===== src/rtl/result_tx.sv =====
// Serialises a {max730, max850} pair to the microcontroller as one framed
// transfer: cs_n low, 2*DATLEN bits MSB first on a divided sclk, then done.
//
// state | meaning
// IDLE  | ready for a load, cs_n high, sclk low
// SETUP | cs_n low, first bit on sdo, sclk low for CLK_DIV cycles
// SHIFT | per bit: sclk high CLK_DIV cycles, then low CLK_DIV cycles
// HOLD  | cs_n still low, sclk low for CLK_DIV cycles before release
module result_tx #(
   parameter int DATLEN  = 12,
   parameter int CLK_DIV = 4
) (
   input  logic              clk,
   input  logic              rst,
   input  logic [DATLEN-1:0] max730,
   input  logic [DATLEN-1:0] max850,
   input  logic              load,
   output logic              ready,
   output logic              cs_n,
   output logic              sclk,
   output logic              sdo,
   output logic              done,
   output logic              lost
);

   localparam int FW   = 2 * DATLEN;
   localparam int DIVW = (CLK_DIV > 1) ? $clog2(CLK_DIV) : 1;
   localparam int BITW = $clog2(FW);
   localparam logic [DIVW-1:0] DIV_LAST = DIVW'(CLK_DIV - 1);
   localparam logic [BITW-1:0] BIT_LAST = BITW'(FW - 1);

   typedef enum logic [1:0] {IDLE, SETUP, SHIFT, HOLD} state_t;

   state_t          state_q;
   logic [DIVW-1:0] div_q;
   logic [BITW-1:0] bit_q;
   logic [FW-1:0]   shreg_q;
   logic            ready_q;
   logic            cs_n_q;
   logic            sclk_q;
   logic            sdo_q;
   logic            done_q;
   logic            lost_q;

   logic accept;
   logic div_end;

   assign accept  = load & ready_q;
   assign div_end = (div_q == '0);

   always_ff @(posedge clk) begin
      if (rst) begin
         state_q <= IDLE;
         div_q   <= '0;
         bit_q   <= '0;
         shreg_q <= '0;
         ready_q <= 1'b1;
         cs_n_q  <= 1'b1;
         sclk_q  <= 1'b0;
         sdo_q   <= 1'b0;
         done_q  <= 1'b0;
         lost_q  <= 1'b0;
      end else begin
         done_q <= 1'b0;
         if (load && !ready_q) begin
            lost_q <= 1'b1;
         end
         case (state_q)
            IDLE: begin
               if (accept) begin
                  shreg_q <= {max730, max850};
                  sdo_q   <= max730[DATLEN-1];
                  ready_q <= 1'b0;
                  cs_n_q  <= 1'b0;
                  sclk_q  <= 1'b0;
                  div_q   <= DIV_LAST;
                  state_q <= SETUP;
               end
            end
            SETUP: begin
               if (div_end) begin
                  sclk_q  <= 1'b1;
                  div_q   <= DIV_LAST;
                  bit_q   <= BIT_LAST;
                  state_q <= SHIFT;
               end else begin
                  div_q <= div_q - 1'b1;
               end
            end
            SHIFT: begin
               if (!div_end) begin
                  div_q <= div_q - 1'b1;
               end else begin
                  div_q <= DIV_LAST;
                  // sdo only moves on the falling sclk edge, so it is stable across the rising edge
                  if (sclk_q) begin
                     sclk_q  <= 1'b0;
                     shreg_q <= {shreg_q[FW-2:0], 1'b0};
                     sdo_q   <= shreg_q[FW-2];
                  end else if (bit_q == '0) begin
                     state_q <= HOLD;
                  end else begin
                     bit_q  <= bit_q - 1'b1;
                     sclk_q <= 1'b1;
                  end
               end
            end
            HOLD: begin
               if (div_end) begin
                  cs_n_q  <= 1'b1;
                  done_q  <= 1'b1;
                  ready_q <= 1'b1;
                  sdo_q   <= 1'b0;
                  shreg_q <= '0;
                  state_q <= IDLE;
               end else begin
                  div_q <= div_q - 1'b1;
               end
            end
            default: begin
               state_q <= IDLE;
               ready_q <= 1'b1;
               cs_n_q  <= 1'b1;
               sclk_q  <= 1'b0;
               sdo_q   <= 1'b0;
            end
         endcase
      end
   end

   assign ready = ready_q;
   assign cs_n  = cs_n_q;
   assign sclk  = sclk_q;
   assign sdo   = sdo_q;
   assign done  = done_q;
   assign lost  = lost_q;

endmodule

===== config.mk =====
export PLATFORM = sky130hd
export DESIGN_NAME = result_tx
export DESIGN_NICKNAME = d
export VERILOG_FILES = /design/src/rtl/result_tx.sv
export SDC_FILE = /design/constraint.sdc
export NUM_CORES = 1
export LEC_CHECK = 0
export BUFFER_PORTS_ARGS = -buffer_cell sky130_fd_sc_hd__buf_2
export CAP_MARGIN = 20
export CELL_PAD_IN_SITES_DETAIL_PLACEMENT = 0
export CELL_PAD_IN_SITES_GLOBAL_PLACEMENT = 2
export CORE_MARGIN = 2
export CORE_UTILIZATION = 34
export DETAILED_ROUTE_END_ITERATION = 10
export PLACE_DENSITY_LB_ADDON = 0.2
export SETUP_SLACK_MARGIN = 0.15
export SLEW_MARGIN = 5
export SYNTH_ARGS = -nofsm -noshare
export SYNTH_HDL_FRONTEND = slang
export SYNTH_SLANG_ARGS = --single-unit

===== constraint.sdc =====
create_clock -name clk -period 2.35 [get_ports clk]
set_clock_uncertainty 0.1 [all_clocks]
set_input_delay 0.235 -clock clk [delete_from_list [all_inputs] [get_ports clk]]
set_output_delay 0.235 -clock clk [all_outputs]
set_load 0.01 [all_outputs]

# Yosys cells after proc, flatten, opt, wreduce, memory -nomap -nowiden
# Cells that the tools add are included.
[word_totals]
regBits = 37
inputBits = 27
output_inout_bits = 6
elab_cells = 76
[op_classes]
add_sub_neg = 2
n_eq_ne = 12
n_mux = 34
bitwise_logic = 2
reduce_logical = 17
[ops]
columns = ["operator", "count"]
rows = [
  ["23-bit two-way mux", 4],
  ["23-bit one-hot mux with 3 select lines", 1],
  ["5-bit two-way mux", 4],
  ["2-bit two-way mux", 9],
  ["2-bit != test (second input constant)", 9],
  ["1-bit two-way mux", 10],
  ["5-bit one-hot mux with 2 select lines", 1],
  ["5-bit AND reduction", 2],
  ["2-bit one-hot mux with 4 select lines", 1],
  ["1-bit one-hot mux with 3 select lines", 2],
  ["2-bit one-hot mux with 3 select lines", 1],
  ["6-bit AND reduction", 1],
  ["3-bit nonzero test", 2],
  ["5-bit zero test", 1],
  ["5-bit by 1-bit subtractor with 5-bit output (second input constant)", 1],
  ["2-bit equality test (second input constant)", 2],
  ["2-bit zero test", 2],
  ["4-bit AND reduction", 1],
  ["2-bit nonzero test", 2],
  ["2-bit OR reduction", 2],
  ["3-bit AND reduction", 1],
  ["2-bit by 1-bit equality test with 1-bit output (second input constant)", 1],
  ["1-bit one-hot mux with 2 select lines", 1],
  ["2-bit AND reduction", 1],
  ["5 further kinds", 5],
]

# Logic depth before layout (Yosys ltp)
# Gate-level depths: netlist (run 1).
[logic_depth]
ltp_word = 5
mapped_depth = 9
mapped_depth_nobuf = 6

# Worst setup path after synthesis (run 1)
# OpenSTA, ideal clock, no wires.
[synth_timing]
path_type = "register to register"
start = "reg state_q[0]"
end = "reg sdo_q (netlist: sdo)"
setup_time_ns = 0.145
arrival_ns = 1.650
required_time_ns = 2.105
slack_ns = 0.455
stages_incl_launch_ff = 8
n_path_buf = 2
synth_period_minus_slack_ns = 1.895
path_cell_list = "dfxtp_1 > inv_1 > ha_1 > o31ai_4 > and2_4 > buf_6 > buf_6 > a211oi_2"
[synth_via]
elab_chain_cells = 3
word_cells_on_any_way = 10
cone_classes = "eq/ne: 6; mux: 1; reduce/logical: 3"
[synth_rtl]
columns = ["element", "line_no", "text"]
rows = [
  ["start, declared", "34", "state_t state_q;"],
  ["start signal, assigned", "53", "state_q <= IDLE;"],
  ["start signal, assigned", "77", "state_q <= SETUP;"],
  ["start signal, assigned", "85", "state_q <= SHIFT;"],
  ["2-bit equality test or 2-bit zero test (tied branches)", "68", "case (state_q)"],
  ["2-bit != test (no line) or 3-bit nonzero test (tied branches)", "-", ""],
  ["5-bit AND reduction (no line)", "-", ""],
  ["end signal, assigned", "72", "sdo_q <= max730[DATLEN-1];"],
  ["end signal, assigned", "99", "sdo_q <= shreg_q[FW-2];"],
  ["end, declared", "41", "logic sdo_q;"],
]
# Several ways; a longest one is shown, not always the timed one.
# A chain may end at the register's enable or synchronous reset.

# Final worst setup path (run 1)
[layout_timing]
start = "reg div_q[0]"
end = "reg bit_q[2]"
[layout_via]
elab_chain_cells = 3
word_cells_on_any_way = 4
cone_classes = "eq/ne: 2; reduce/logical: 2"
[layout_rtl]
columns = ["element", "line_no", "text"]
rows = [
  ["start, declared", "35", "logic [DIVW-1:0] div_q;"],
  ["start signal, assigned", "87", "div_q <= div_q - 1'b1;"],
  ["start signal, assigned", "92", "div_q <= div_q - 1'b1;"],
  ["start signal, assigned", "117", "div_q <= div_q - 1'b1;"],
  ["2-bit zero test *", "49", "assign div_end = (div_q == '0);"],
  ["named net div_end", "46", "logic div_end;"],
  ["2-bit != test (no line)", "-", ""],
  ["5-bit AND reduction (no line) *", "-", ""],
  ["end signal, assigned", "103", "bit_q <= bit_q - 1'b1;"],
  ["end, declared", "36", "logic [BITW-1:0] bit_q;"],
]
# Mark *: on every way through the listed nets, which the timed path passes. The rest lies on a longest branch.

==> impl_results.md, run 1 <==
* Status: complete, no violations
* Core ar. at 5610 um^2
* CTS tree: done
* Clock buffer depth at 2
* RSZ-0062 raised after global routing: no
* Area leader, netlist: dfxtp_1
* Lkg Pwr at 0.923 nW
* CP bufs+invs at 1
* Port Buf Inserts at 32
* Max Freq at 0.484 GHz
* Syn_nets at 245
* Final hold vios at 0
* Flop-to-flop setup slack at 290 ps
* Hold Buf Count CTS at 0
* Synthesized instance count at 210
* Critical Path End Type: flip-flop
* Maximum fanout along the worst path at 15
* Synth Area per Inst at 9.56 um^2
* Starting Density at 0.358
* Worst-Margin Slew at 588 ps
* Asr flop ratio synth at 0
* Chip width at 80.8 um
* Power density cells at 1660 nW/um^2
* # rows at 27
* GPL Wtd Cong at 0.763
* Reg2reg start: div_q[0]
* Critical Path Start: div_q[0]
* IO Count at 33
* Hold path start: load
* Share of the synthesized area in the top cell type at 0.369
* Worst min path class: in2reg
* Die H at 80.8 um
* Final nets at 269
* Headroom to the max-slew limit at 0.608
* Pre-antenna DRT Iters at 4
* Initial antenna violation count at 0
* Initial DRC count at 53
* Setup crit start kind: flip-flop
* PnR worst setup slack at 285 ps
* Clock Latency Late Sink at 290 ps
* Synth area leaders: dfxtp_1, a211oi_2, a22oi_1, a21oi_1, ha_1
* Number of global-route vias before repair at 1,616
* # Post-CTS Setup Buffers at 0
* Slowest CP cell: ha_1
* Fillers at 587
* YS warnings at 0
* Routed len/inst at 15.6 um
* Post-synth EDFFs at 0
* Crit path kind: reg2reg
* CP required at 2440 ps
* CTS root buf: clkbuf_8
* Grt ovf at 0
* #FFs+latches synth at 37
* Final setup violation count at 0
* Tot Pwr at 3.79 mW
* Post-cts repair resize count at 0
* Hpwl dp at 3220 um
* Area of the multi-input gates at 1120 um^2
* Post-synth cell types at 43
* Worst-path cell chain: inv_1 > ha_1 > nand2_1 > nor3_1 > a211oi_1 > a311oi_1
* Fin util at 0.408
* ANT nets after route at 0
* Layout Area Growth over Synthesis at 14.0%
* Share of layout cells above drive strength 1 at 0.308
* Via density at 5.43
* Full die area at 6530 um^2
* Antenna fix cells at 0
* Max-cap violation count at 0
* Delay of the slowest cell on the worst path at 520 ps
* Vias at 1,663
* Synth Flop Type: dfxtp_1
* DP Worst Slack at 286 ps
* GRT Overall Usage at 0.153
* Critical path's top delay family: simple AND/OR/NAND/NOR gates
* Clk sinks at 37
* Remaining DRCs at 0
* Worst vdd ir at 0.622 mV
* WL final at 4780 um
* Sequential fraction of the synthesis area at 0.369
* Worst EP arrival at 2150 ps
* Fraction of the cycle the final worst path needs at 0.879
* Largest net degree at the start of global routing at 25
* # H-tree levels at 2
* Seq. cell area at 741 um^2
* Minimum clock period at 2060 ps
* Clock buffer count from CTS at 5
* Clock slew at reported path FFs at 70 ps
* TNS Setup at 0 ps
* Max Slew Vio Count at 0
* Post-Syn Area at 2010 um^2
* First-pass GRT wire length at 7800 um
[cells in the final DEF, fill, tap and decap left out, types with 2 or more instances in the layout]
master	instances
nor2_1	13
a211oi_2	20
nand3_1	3
or3_1	2
nand3b_1	2
clkbuf_8	5
a21boi_0	2
buf_4	6
ha_1	8
nand2_1	7
a22oi_1	23
a21oi_1	26
buf_2	32
nor2b_1	3
o31ai_1	2
inv_1	8
o21ai_0	7
dfxtp_1	37
a211oi_1	5
[final timing paths]
| check | endpoint | depth (start not counted) |
|---|---|---|
| worst min register to register | lost | 2 |
| worst max-delay path | bit_q[2] | 6 |
| worst max register to register | bit_q[2] | 6 |
| worst min-delay path | lost | 3 |
[tightest hold or removal path, cell delays in order]
cell     delay [ps]
buf_2           110
a21oi_1          60
nor2_1           70
[power by group]
part	switching [mW]	internal (mW)	total (mW)	leakage [nW]
clock network	0.226	0.309	0.534	0.0540
logic	1.32	0.906	2.22	0.563
registers	0.164	0.867	1.03	0.306
[sequential cells by signal (all words and copies together) (netlist names)]
name	cells
sdo	1
state_q	2
sclk	1
shreg_q	23
cs_n	1
bit_q	5
done	1
lost	1
div_q	2
[synthesized netlist by cell type, types with 2 or more instances]
cell and count:
dfxtp_1 37, a21oi_1 26, a22oi_1 23, a211oi_2 20, nor2_1 13, clkbuf_1 9
ha_1 8, inv_1 8, nand2_1 7, o21ai_0 7, a211oi_1 5, buf_6 4
buf_2 3, buf_4 3, nand3_1 3, nor2b_1 3, a21boi_0 2, nand3b_1 2
o31ai_1 2, or3_1 2
[per-stage QoR]
| stage | std cells | area (um^2) | hold WS (ps) |
|---|---|---|---|
| floorplan | 210 | 2010 | 280 |
| global placement | 299 | 2180 | 341 |
| detailed placement | 299 | 2180 | 353 |
| CTS | 306 | 2280 | 110 |
| global route | 306 | 2290 | 137 |
| finish | 306 | 2290 | 128 |
[final cells by class]
type	instances	area share
well taps	72	0.0394
clock buffers	5	0.0301
clock inverters	2	0.0153
multi-input cells	144	0.489
inverters	8	0.0131
repair buffers	38	0.0897
flip-flops and latches	37	0.324
[layer usage]
layer	GRT usage	vias up	wire length (um)	part of all wire
li1	-	830	-	-
met1	0.209	802	2410	0.50
met2	0.239	25	2160	0.45
met3	0.0378	6	150	0.031
met4	0.0458	0	59	0.012
met5	0	-	0	0
[kinds of logic after synthesis]
family | count (synthesis) | share of synthesized area
fa+ha+maj | 8 | 0.0499
simple gates | 39 | 0.116
buf+inv | 29 | 0.0773
compound gates | 95 | 0.377
mux | 2 | 0.0112
flops | 37 | 0.369
(Power assumes the default switching activity.)
==> run 2: changes to the inputs <==
--- a/config.mk
+++ b/config.mk
@@ -5,13 +5,13 @@
 export SDC_FILE = /design/constraint.sdc
 export NUM_CORES = 1
 export LEC_CHECK = 0
-export BUFFER_PORTS_ARGS = -buffer_cell sky130_fd_sc_hd__buf_2
 export CAP_MARGIN = 20
 export CELL_PAD_IN_SITES_DETAIL_PLACEMENT = 0
 export CELL_PAD_IN_SITES_GLOBAL_PLACEMENT = 2
 export CORE_MARGIN = 2
-export CORE_UTILIZATION = 34
+export CORE_UTILIZATION = 39
 export DETAILED_ROUTE_END_ITERATION = 10
+export DONT_BUFFER_PORTS = 1
 export PLACE_DENSITY_LB_ADDON = 0.2
 export SETUP_SLACK_MARGIN = 0.15
 export SLEW_MARGIN = 5
==> run 2 against run 1 <==
Combinational power decreased by 4%. Maximum frequency increased by 2.0%. Critical endpoint is now shreg_q[19]. Global-route usage increased by 1.2 points. Sequential power about the same. Wire length decreased by 4.3%. Highest routed layer unchanged. Via count decreased by 2.9%. Critical path depth unchanged. Flip-flop and latch count unchanged. Final cell count decreased by 10%. Setup slack improved by 40 ps.
==> impl_results.md, run 2 (synthesis gave the netlist of run 1 again) <==
* Final setup violation count at 0
* Clock buffer count from CTS at 5
* Headroom to the max-slew limit at 0.633
* Port Buf Inserts at 0
* Setup crit start kind: flip-flop
* # H-tree levels at 2
* Worst EP arrival at 2130 ps
* Worst-Margin Slew at 551 ps
* GPL Wtd Cong at 0.787
* Initial antenna violation count at 0
* Remaining DRCs at 0
* Hold path start: rst
* Max Freq at 0.494 GHz
* Critical Path End Type: flip-flop
* Vias at 1,615
* Initial DRC count at 98
* Final hold vios at 0
* Layout Area Growth over Synthesis at 7.67%
* Status: complete, no violations
* Minimum clock period at 2030 ps
* Final nets at 239
* Reg2reg start: state_q[0]
* Hpwl dp at 3050 um
* Fraction of the cycle the final worst path needs at 0.862
* R2R depth at 6
* Share of layout cells above drive strength 1 at 0.200
* CP required at 2460 ps
* Lkg Pwr at 0.809 nW
* Pre-antenna DRT Iters at 5
* Max-cap violation count at 0
* Routed len/inst at 16.6 um
* Flop-to-flop setup slack at 320 ps
* Starting Density at 0.398
* First-pass GRT wire length at 7180 um
* Most frequent cells in the layout: dfxtp_1, a21oi_1, a22oi_1
* RSZ-0062 raised after global routing: no
* Post-cts repair resize count at 0
* # rows at 26
* Top flop regs: shreg_q x23, bit_q x5
* Fin util at 0.429
* WL final at 4580 um
* Via density at 5.87
* WHS Endpoint: state_q[1]
* Most common cell after layout, fill and taps aside: dfxtp_1
* Clock buffer depth at 2
* Die H at 75.7 um
* Hold Path Depth at 2
* CTS root buf: clkbuf_8
* Core ar. at 5040 um^2
* Power density cells at 1740 nW/um^2
* Chip width at 75.7 um
* Crit path kind: reg2reg
* Number of global-route vias before repair at 1,571
* Largest net degree at the start of global routing at 31
* Clock slew at reported path FFs at 70 ps
* Worst vdd ir at 0.802 mV
* Clock Latency Late Sink at 280 ps
* CTS tree: done
* Biggest register: shreg_q
* Full die area at 5740 um^2
* Max FFs per register at 23
* Worst min path class: in2reg
* Max Slew Vio Count at 0
* Maximum fanout along the worst path at 23
* R2r endpoint: shreg_q[19]
* IO Count at 33
* Antenna fix cells at 0
* ANT nets after route at 0
* GRT Overall Usage at 0.165
* Clk sinks at 37
* TNS Setup at 0 ps
* Grt ovf at 0
## run 2: cell count changes in the layout (fill, tap and decap cells not counted)
cell / delta
buf_2: -32
a21bo_2: +1
a21bo_4: -1
buf_12: +1
clkbuf_1: +1
clkbuf_8: +1
clkinv_2: -1
dlygate4sd3_1: +1
## run 2: report_power, final
part / internal, mW / switching [mW] / leakage (nW) / total [mW]
Clock: 0.346 / 0.226 / 0.0585 / 0.572
Sequential: 0.868 / 0.192 / 0.306 / 1.06
Combinational: 0.876 / 1.26 / 0.445 / 2.14
Total: 2.09 / 1.68 / 0.809 / 3.77
## run 2: how the worst max path moves through the flow
stage	startpoint	end	slack, ps	cells after the start
floorplan	state_q[0]	sdo	460	7
global placement	div_q[0]	bit_q[3]	390	6
detailed placement	state_q[0]	shreg_q[19]	320	6
CTS	state_q[0]	shreg_q[19]	320	6
global route	state_q[0]	shreg_q[13]	170	7
finish	state_q[0]	shreg_q[19]	320	6
## run 2: worst max-delay path, cell delays in order (launching register included)
cell	delay [ps]
dfxtp_1	400
inv_1	110
ha_1	390
o31ai_4	300
buf_4	300
a21oi_1	130
a211oi_2	210
## run 2: through the flow
stage	hold slack (ps)	setup WS (ps)	instances	area (um^2)	total power, mW
finish	59.7	325	275	2160	3.77
global route	76.5	168	275	2160	4.07
CTS	60.0	325	275	2160	3.79
detailed placement	208	322	265	2010	3.20
global placement	207	391	265	2010	3.10
floorplan	280	455	210	2010	2.95
## run 2: final cells by class
cell class                      instances  area [um^2]
Sequential cell                        37          741
Timing Repair Buffer                    8         75.1
Clock inverter                          1         30.0
Multi-Input combinational cell        144         1110
Clock buffer                            7         86.3
Fill cell                             492         2880
Inverter                                8         30.0
Tap cell                               70         87.6
## run 2: per-layer routing
metal / track usage / wire length (um) / part of all wire
met1: 0.187 / 1940 / 0.42
met3: 0.0317 / 207 / 0.045
met4: 0.0741 / 109 / 0.024
met5: 0 / 0 / 0
met2: 0.299 / 2320 / 0.51
## run 2: repair_timing
action / in CTS / in global routing
hold endpoints to repair: 30 / 0
hold buffers: 2 / 0
setup buffers: 0 / 0
